[config.mk]
export PLATFORM = sky130hd
export DESIGN_NAME = ex_muldiv_unit
export DESIGN_NICKNAME = d
export VERILOG_FILES = /design/src/rtl/ex_muldiv_unit.sv
export SDC_FILE = /design/constraint.sdc
export NUM_CORES = 1
export LEC_CHECK = 0
export CAP_MARGIN = 20
export CELL_PAD_IN_SITES_DETAIL_PLACEMENT = 1
export CELL_PAD_IN_SITES_GLOBAL_PLACEMENT = 2
export CORE_MARGIN = 8
export CORE_UTILIZATION = 36
export DETAILED_ROUTE_END_ITERATION = 16
export GPL_TIMING_DRIVEN = 0
export PLACE_DENSITY = 0.87
export SLEW_MARGIN = 15
export SYNTH_ARGS = -nofsm -noshare
export SYNTH_HDL_FRONTEND = slang
export SYNTH_SLANG_ARGS = --single-unit
[constraint.sdc]
create_clock -name clk -period 10.2 [get_ports clk]
set_input_delay 2.55 -clock clk [delete_from_list [all_inputs] [get_ports clk]]
set_output_delay 2.55 -clock clk [all_outputs]
set_load 0.05 [all_outputs]
[src/rtl/ex_muldiv_unit.sv]
// EX-stage iterative multiply/divide unit holding the architectural HI/LO registers.
// MULT/MULTU/DIV/DIVU run WIDTH+1 cycles on operand magnitudes; MTHI/MTLO complete in IDLE.
module ex_muldiv_unit #(
  parameter int WIDTH = 32
) (
  input  logic             clk,
  input  logic             rst,
  input  logic             ex_start,
  input  logic [2:0]       ex_op,
  input  logic [WIDTH-1:0] ex_srcA,
  input  logic [WIDTH-1:0] ex_srcB,
  input  logic             flush,
  output logic [WIDTH-1:0] hi_out,
  output logic [WIDTH-1:0] lo_out,
  output logic             busy,
  output logic             done
);

  localparam int CNT_W = (WIDTH > 1) ? $clog2(WIDTH) : 1;
  localparam logic [CNT_W-1:0] LAST_CNT = CNT_W'(WIDTH - 1);

  localparam logic [2:0] OP_MULT  = 3'd1;
  localparam logic [2:0] OP_MULTU = 3'd2;
  localparam logic [2:0] OP_DIV   = 3'd3;
  localparam logic [2:0] OP_DIVU  = 3'd4;
  localparam logic [2:0] OP_MTHI  = 3'd5;
  localparam logic [2:0] OP_MTLO  = 3'd6;

  typedef enum logic [1:0] {
    S_IDLE,
    S_CALC,
    S_FIX
  } state_t;

  state_t                 state_q, state_d;
  logic [CNT_W-1:0]       cnt_q, cnt_d;
  logic                   is_div_q, is_div_d;
  logic                   neg_res_q, neg_res_d;
  logic                   neg_rem_q, neg_rem_d;
  logic                   dbz_q, dbz_d;
  logic [WIDTH-1:0]       a_q, a_d;
  logic [WIDTH-1:0]       b_q, b_d;
  logic [2*WIDTH-1:0]     acc_q, acc_d;
  logic [WIDTH:0]         rem_q, rem_d;
  logic [WIDTH-1:0]       hi_q, hi_d;
  logic [WIDTH-1:0]       lo_q, lo_d;
  logic                   done_q, done_d;

  logic                   start_arith;
  logic                   op_signed;
  logic                   op_is_div;
  logic                   sign_a, sign_b;
  logic [WIDTH-1:0]       mag_a, mag_b;
  logic [WIDTH:0]         mul_sum;
  logic [WIDTH:0]         rem_shift;
  logic [WIDTH:0]         trial;
  logic [2*WIDTH-1:0]     prod_fix;
  logic [WIDTH-1:0]       quo_fix;
  logic [WIDTH-1:0]       rem_fix;

  assign start_arith = (ex_op == OP_MULT) || (ex_op == OP_MULTU) ||
                       (ex_op == OP_DIV)  || (ex_op == OP_DIVU);
  assign op_signed   = (ex_op == OP_MULT) || (ex_op == OP_DIV);
  assign op_is_div   = (ex_op == OP_DIV)  || (ex_op == OP_DIVU);
  assign sign_a      = op_signed && ex_srcA[WIDTH-1];
  assign sign_b      = op_signed && ex_srcB[WIDTH-1];
  assign mag_a       = sign_a ? (~ex_srcA + 1'b1) : ex_srcA;
  assign mag_b       = sign_b ? (~ex_srcB + 1'b1) : ex_srcB;

  // Shift-add multiply: multiplier sits in the low half of acc and retires LSB-first.
  assign mul_sum   = {1'b0, acc_q[2*WIDTH-1:WIDTH]} + (acc_q[0] ? {1'b0, b_q} : {(WIDTH+1){1'b0}});
  // Restoring divide: dividend bits shift out of a_q while quotient bits shift in.
  assign rem_shift = {rem_q[WIDTH-1:0], a_q[WIDTH-1]};
  assign trial     = rem_shift - {1'b0, b_q};

  assign prod_fix  = neg_res_q ? (~acc_q + 1'b1) : acc_q;
  assign quo_fix   = dbz_q ? {WIDTH{1'b1}} : (neg_res_q ? (~a_q + 1'b1) : a_q);
  assign rem_fix   = neg_rem_q ? (~rem_q[WIDTH-1:0] + 1'b1) : rem_q[WIDTH-1:0];

  always_comb begin
    state_d   = state_q;
    cnt_d     = cnt_q;
    is_div_d  = is_div_q;
    neg_res_d = neg_res_q;
    neg_rem_d = neg_rem_q;
    dbz_d     = dbz_q;
    a_d       = a_q;
    b_d       = b_q;
    acc_d     = acc_q;
    rem_d     = rem_q;
    hi_d      = hi_q;
    lo_d      = lo_q;
    done_d    = 1'b0;

    case (state_q)
      S_IDLE: begin
        if (ex_start && !flush) begin
          if (start_arith) begin
            state_d   = S_CALC;
            cnt_d     = '0;
            is_div_d  = op_is_div;
            neg_res_d = sign_a ^ sign_b;
            neg_rem_d = sign_a;
            dbz_d     = op_is_div && (ex_srcB == '0);
            a_d       = mag_a;
            b_d       = mag_b;
            acc_d     = {{WIDTH{1'b0}}, mag_a};
            rem_d     = '0;
          end else if (ex_op == OP_MTHI) begin
            hi_d = ex_srcA;
          end else if (ex_op == OP_MTLO) begin
            lo_d = ex_srcA;
          end
        end
      end

      S_CALC: begin
        if (flush) begin
          state_d = S_IDLE;
        end else begin
          if (is_div_q) begin
            rem_d = trial[WIDTH] ? rem_shift : trial;
            a_d   = {a_q[WIDTH-2:0], ~trial[WIDTH]};
          end else begin
            acc_d = {mul_sum, acc_q[WIDTH-1:1]};
          end
          cnt_d = cnt_q + 1'b1;
          if (cnt_q == LAST_CNT) begin
            state_d = S_FIX;
          end
        end
      end

      S_FIX: begin
        state_d = S_IDLE;
        if (!flush) begin
          done_d = 1'b1;
          if (is_div_q) begin
            hi_d = rem_fix;
            lo_d = quo_fix;
          end else begin
            hi_d = prod_fix[2*WIDTH-1:WIDTH];
            lo_d = prod_fix[WIDTH-1:0];
          end
        end
      end

      default: begin
        state_d = S_IDLE;
      end
    endcase
  end

  always_ff @(posedge clk or posedge rst) begin
    if (rst) begin
      state_q   <= S_IDLE;
      cnt_q     <= '0;
      is_div_q  <= 1'b0;
      neg_res_q <= 1'b0;
      neg_rem_q <= 1'b0;
      dbz_q     <= 1'b0;
      a_q       <= '0;
      b_q       <= '0;
      acc_q     <= '0;
      rem_q     <= '0;
      hi_q      <= '0;
      lo_q      <= '0;
      done_q    <= 1'b0;
    end else begin
      state_q   <= state_d;
      cnt_q     <= cnt_d;
      is_div_q  <= is_div_d;
      neg_res_q <= neg_res_d;
      neg_rem_q <= neg_rem_d;
      dbz_q     <= dbz_d;
      a_q       <= a_d;
      b_q       <= b_d;
      acc_q     <= acc_d;
      rem_q     <= rem_d;
      hi_q      <= hi_d;
      lo_q      <= lo_d;
      done_q    <= done_d;
    end
  end

  assign hi_out = hi_q;
  assign lo_out = lo_q;
  assign busy   = (state_q != S_IDLE);
  assign done   = done_q;

endmodule

# Word level (Yosys, flattened, before mapping)
# Cells that the tools add are included.
dict set report totals {
  wordCells 117
  register_bits 236
  inputBits 71
}
dict set report classes {
  n_bitwise 7
  add_sub_neg 8
  eq_ne 20
  muxes 47
  reduce_logical 22
}
# operator count
set ops {}
lappend ops {{$mux W32} 26}
lappend ops {{$mux W64} 5}
lappend ops {{$pmux W32 S2} 4}
lappend ops {{$add A32 B1 Y32 const B} 4}
lappend ops {{$not A32 Y32} 4}
lappend ops {{$pmux W64 S2} 1}
lappend ops {{$add A64 B1 Y64 const B} 1}
lappend ops {{$not A64 Y64} 1}
lappend ops {{$add A32 B32 Y33} 1}
lappend ops {{$sub A33 B32 Y33} 1}
lappend ops {{$logic_not A32 Y1} 1}
lappend ops {{$ne A2 B2 Y1 const B} 10}
lappend ops {{$mux W5} 3}
lappend ops {{$reduce_and A5 Y1} 3}
lappend ops {{$pmux W5 S2} 1}
lappend ops {{$eq A3 B3 Y1 const B} 3}
lappend ops {{$mux W2} 4}
lappend ops {{$eq A3 B2 Y1 const B} 2}
lappend ops {{$reduce_and A3 Y1} 2}
lappend ops {{$reduce_and A6 Y1} 1}
lappend ops {{$reduce_bool A2 Y1} 3}
lappend ops {{$add A5 B1 Y5 const B} 1}
lappend ops {{$eq A5 B5 Y1 const B} 1}
lappend ops {{$logic_or A1 B1 Y1} 5}
lappend ops {{other kinds (12)} 16}

# Depth between registers and ports, before layout
dict set report depth {
  ltp_word 7
  ltp_mapped 14
  mapped_depth_nobuf 12
}

# Worst setup path before layout
# OpenSTA, ideal clock, no wires.
dict set report synth_timing {
  path_type {input to register}
  start {input ex_srcA[14]}
  end {register acc_q[29]}
  setup_time_ps 135
  cell_stages 8
  t_arrival_ps 4619
  n_path_buf 1
  path_slack_ps 5446
  required_time_ps 10065
  cell_sequence {clkbuf_1 -> or4_1 -> or3_1 -> nor3_1 -> nand3_1 -> o41ai_1 -> xor2_1 -> o22ai_1}
}
dict set report synth_between {
  elab_chain_cells 6
}
# element line
set synth_lines {}
lappend synth_lines {{start: declaration} 10} ;# input logic [WIDTH-1:0] ex_srcA,
lappend synth_lines {{$not A32 Y32} 67} ;# assign mag_a = sign_a ? (~ex_srcA + 1'b1) : ex_srcA;
lappend synth_lines {{$add A32 B1 Y32} 67}
lappend synth_lines {{$mux W32} 67}
lappend synth_lines {{$mux W64} 98} ;# if (start_arith) begin
lappend synth_lines {{$mux W64} 97} ;# if (ex_start && !flush) begin
lappend synth_lines {{$pmux W64 S2} 95} ;# case (state_q)
lappend synth_lines {{end signal: assignment} 164} ;# acc_q <= '0;
lappend synth_lines {{end signal: assignment} 178} ;# acc_q <= acc_d;
lappend synth_lines {{end: declaration} 43} ;# logic [2*WIDTH-1:0] acc_q, acc_d;
# Every way passes these cells. The select of a mux whose other input is x is not followed.
# A chain may end at the register's enable or synchronous reset.

# Worst setup path in the final report
dict set report layout_timing {
  start {input ex_op[1]}
  end {register acc_q[15]}
}
dict set report layout_between {
  elab_chain_cells 7
  elab_cells_between_ends 15
  classes_between {eq/ne: 5; mux: 4; reduce/logical: 6}
}
# element line
set layout_lines {}
lappend layout_lines {{start: declaration} 9} ;# input logic [2:0] ex_op,
lappend layout_lines {{$eq A3 B1 Y1 / $eq A3 B2 Y1 (equally long branches)} {61, 63, 62}}
lappend layout_lines {{$logic_or A1 B1 Y1} 63} ;# assign op_signed = (ex_op == OP_MULT) || (ex_op == OP_DIV);
lappend layout_lines {{$logic_and A1 B1 Y1} 65} ;# assign sign_a = op_signed && ex_srcA[WIDTH-1];
lappend layout_lines {{$mux W32} 67}
lappend layout_lines {{$mux W64} 98}
lappend layout_lines {{$mux W64} 97}
lappend layout_lines {{$pmux W64 S2} 95}
# Parallel ways exist; a longest one is shown, timed or not. The select of a mux whose other input is x is not followed.

==> run_results.csv <==
group,metric,value,unit
run_status,status,"complete, no violations",
power_and_ir_drop,power.total,4.20,mW
synth,yosys.area.top_type_share,32.7,%
drt,drt_iter0_markers,1522,
drt,viasPerCell,6.11,
sta,tightestPinTransition,1.24,ns
synth,synth_cell_type_count,77,
sta,grt_setup_unrepaired,"no",
power_and_ir_drop,p_per_area,196,nW/µm²
setup_path,worstPathArrival,6.14,ns
floorplanning,die_y,240,µm
placement,hpwl,70000,µm
synth,synth-async-reset-ratio,100,%
clock_tree,ctsHoldBuffers,0,
grt,antenna_found_initial,2,
grt,grt_max_degree,105,
setup_path,crit_slowest_cell,"clkbuf_1",
floorplanning,coreArea,49900,µm²
synth,netlist_instances,2266,
drt,avgRoutedWirePerCell,28.1,µm
sta,setup_viol,0,
floorplanning,die_w,240,µm
clock_tree,post_cts_resized,0,
synth,synth_edf_count,0,
flow_run,maxCapViolCount,0,
finish,final_cells,3135,
setup_path,crit_required,10.63,ns
placement,portBuffers,133,
drt,totalWireLength,88200,µm
floorplanning,start_util,36.2,%
power_and_ir_drop,p_sw,1.80,mW
floorplanning,die-area,57600,µm²
floorplanning,num_rows,82,
clock_tree,cts_setup_buffers,0,
synth,synth_area_leaders,"dfrtp_1, nand2_1, o21ai_0",
setup_path,cp_common_cell,"clkbuf_1",
finish,drive_gt1_share,3.74,%
power_and_ir_drop,peakVddDrop,0.138,mV
sta,hold_violations,0,
clock_tree,root_buffer,"clkbuf_16",
grt,grt_util_all_layers,29.8,%
power_and_ir_drop,p_int,2.40,mW
power_and_ir_drop,power_leakage,8.93,nW
grt,grt_first_pass_wirelength,130000,µm
clock_tree,numCtsBuffers,30,
clock_tree,cts_sinks,236,
synth,synth_top_flop_cell,"dfrtp_1",
synth,postSynthAreaPerCell,7.98,µm²
sta,fin_skew,0.0304,ns
drt,dr.pass1.iters,6,
sta,fin_crit_sh,56.0,%
clock_tree,h-tree-depth,1,
finish,finalNetCount,2581,
synth,synth_nets,2410,
setup_path,worstPathMaxFanout,10,
floorplanning,io_pins,137,
placement,place_congestion,0.954,
hold_path,hold_path.class,"flop to flop",
setup_path,cp_cell_sequence,"clkdlybuf4s50_1, nor2_1, xnor2_1, nand3_1, or2_2, clkbuf_1, clkbuf_1, clkbuf_1, o22ai_1",
power_and_ir_drop,combPwrFrac,40.4,%
power_and_ir_drop,seq_power_share,31.8,%
synth,ys_seq_area_share,32.7,%
sta,drv_slew,0,
clock_tree,cts.path.max_buffers,3,
grt,overflow,0,
setup_path,cp_slowest_stage_delay,0.97,ns
clock_tree,clkLatencyLatePin,0.60,ns
sta,timing.fmax,0.175,GHz
synth,synth.largest_area_cell,"dfrtp_1",
setup_path,start_kind,"input pin",
synth,syn-cell-area,18100,µm²
grt,grt_pass1_vias,19900,
setup_path,timing_worst_setup_path_type,"input pin to flop",
clock_tree,cts_tree,"yes",
clock_tree,clk_pin_slew,0.06,ns
drt,vias,19200,
placement,dp.cells,3075,
synth,ys_ff_latch,236,
drt,drc_errors,0,
finish,syn_to_final_growth,18.5,%
setup_path,endpoint_kind,"flop",
synth,ys_warn_count,0,
sta,relSlewSlack,17.4,%
sta,min_period,5.71,ns
drt,ant_nets,0,
power_and_ir_drop,netSwitchingFraction,42.8,%
power_and_ir_drop,power.share.clock,27.8,%
==> flip-flops by register name, indices dropped and copies added, names as in the netlist <==
signal / flops
a_q: 32
acc_q: 64
b_q: 32
cnt_q: 5
dbz_q: 1
done: 1
hi_out: 32
is_div_q: 1
lo_out: 32
neg_rem_q: 1
neg_res_q: 1
rem_q: 32
state_q: 2
==> final timing paths <==
| check | from | slack [ns] | cells past startpoint | to |
|---|---|---|---|---|
| worst max-delay path | ex_op[1] | 4.49 | 9 | acc_q[15]$_DFFE_PP0P_ |
| worst min-delay path | lo_out[7]$_DFFE_PP0P_ | 0.47 | 1 | lo_out[7]$_DFFE_PP0P_ |
| worst max register to register | acc_q[0]$_DFFE_PP0P_ | 5.55 | 11 | hi_out[10]$_DFFE_PP0P_ |
| worst min register to register | lo_out[7]$_DFFE_PP0P_ | 0.47 | 1 | lo_out[7]$_DFFE_PP0P_ |
| max in group asynchronous | rst | 6.92 | 3 | b_q[2]$_DFFE_PP0P_ |
| min in group asynchronous | rst | 2.34 | 2 | lo_out[14]$_DFFE_PP0P_ |
==> cells by family (layout without fill, tap and decap cells) <==
family / Yosys count / count (layout) / share of synthesized area, %
AOI/OAI and AO/OA: 776 / 776 / 27.5
and+or+nand+nor: 731 / 731 / 18.9
DFF: 236 / 236 / 32.7
xor gates and xnor gates: 223 / 223 / 10.8
buffers and inverters: 221 / 415 / 4.65
adders and majority gates: 73 / 73 / 5.14
muxes: 6 / 6 / 0.339
other: 0 / 3 / 0
==> metrics by stage <==
| step | util [%] | area, µm² | hold slack (ns) | TNS (ns) | setup WS [ns] |
|---|---|---|---|---|---|
| after CTS | 42.9 | 21400 | 0.478 | 0 | 4.36 |
| after global placement | 40.6 | 20200 | 0.462 | -536.74 | -2.32 |
| after floorplan | - | 18100 | 0.445 | 0 | 1.18 |
| after global routing | 42.9 | 21400 | 0.490 | 0 | 4.43 |
| after detailed placement | 40.8 | 20300 | 0.465 | 0 | 3.78 |
| final | 42.9 | 21400 | 0.473 | 0 | 4.49 |
==> cells in the final DEF (no fill, tap or decap), types with 77 or more instances in the layout <==
cell type,count
a21oi_1,180
clkbuf_1,138
clkdlybuf4s50_1,133
dfrtp_1,236
inv_1,77
nand2_1,288
nor2_1,184
o21ai_0,213
xnor2_1,120
xor2_1,103
==> cells in the mapped netlist, types with 4 or more instances <==
library cell / n
nor3b_1: 6
and3_1: 6
or4_1: 27
a21oi_1: 180
o22ai_1: 29
or3_1: 20
or2_2: 16
a41oi_1: 4
o31ai_1: 49
a221o_1: 14
o21a_1: 12
a21o_1: 46
xor2_1: 103
buf_1: 5
nand3_1: 34
nor2_1: 185
ha_1: 71
and2_1: 13
clkbuf_1: 133
inv_1: 78
nor2b_1: 10
mux2i_1: 5
a221oi_1: 19
nor3_1: 40
a311oi_1: 4
o221ai_1: 24
nor4_1: 18
nand2_1: 288
o311ai_0: 5
o21ai_0: 213
o21ai_1: 11
a22oi_1: 29
a211oi_1: 20
dfrtp_1: 236
nand4_1: 25
o21bai_1: 7
nand3b_1: 5
o211ai_1: 26
a31oi_1: 20
a311o_1: 5
nand2b_1: 17
o41ai_1: 32
xnor2_1: 120
a21boi_0: 6
==> cell type report <==
| class | instances | area (µm²) |
|---|---|---|
| fillers | 6088 | 28400 |
| multi-input cells | 1809 | 11300 |
| flip-flops and latches | 236 | 5910 |
| repair buffers | 139 | 1420 |
| clock buffers | 41 | 852 |
| well taps | 672 | 841 |
| plain buffers | 142 | 544 |
| inverters | 79 | 304 |
| clock inverters | 14 | 206 |
| diodes | 3 | 7.51 |
==> layer usage <==
metal  vias up  share of wire (%)  routed length (µm)  track usage (%)
li1       8604                  -                   -                -
met1      9618                 40               35100             35.1
met2       720                 49               43300             52.8
met3       218                5.6                4960             4.14
met4         2                5.5                4850             14.8
met5         -              0.015                  13                0
==> worst max-delay path: cells and delay by family <==
kind | cells | cell delay [ns]
simple gates | 3 | 0.44
buf+inv | 4 | 2.79
compound gates | 1 | 0.19
xor+xnor | 1 | 0.12
==> power by group through the flow <==
stage          Clock [mW]  Sequential (mW)  Combinational, mW
6_report             1.17             1.34               1.70
4_1_cts              1.18             1.33               1.68
3_5_place_dp            0             1.34               1.67
5_1_grt              1.21             1.35               1.82
2_1_floorplan           0             1.47              0.902
3_3_place_gp            0             1.34               1.63
(Power assumes the default switching activity.)
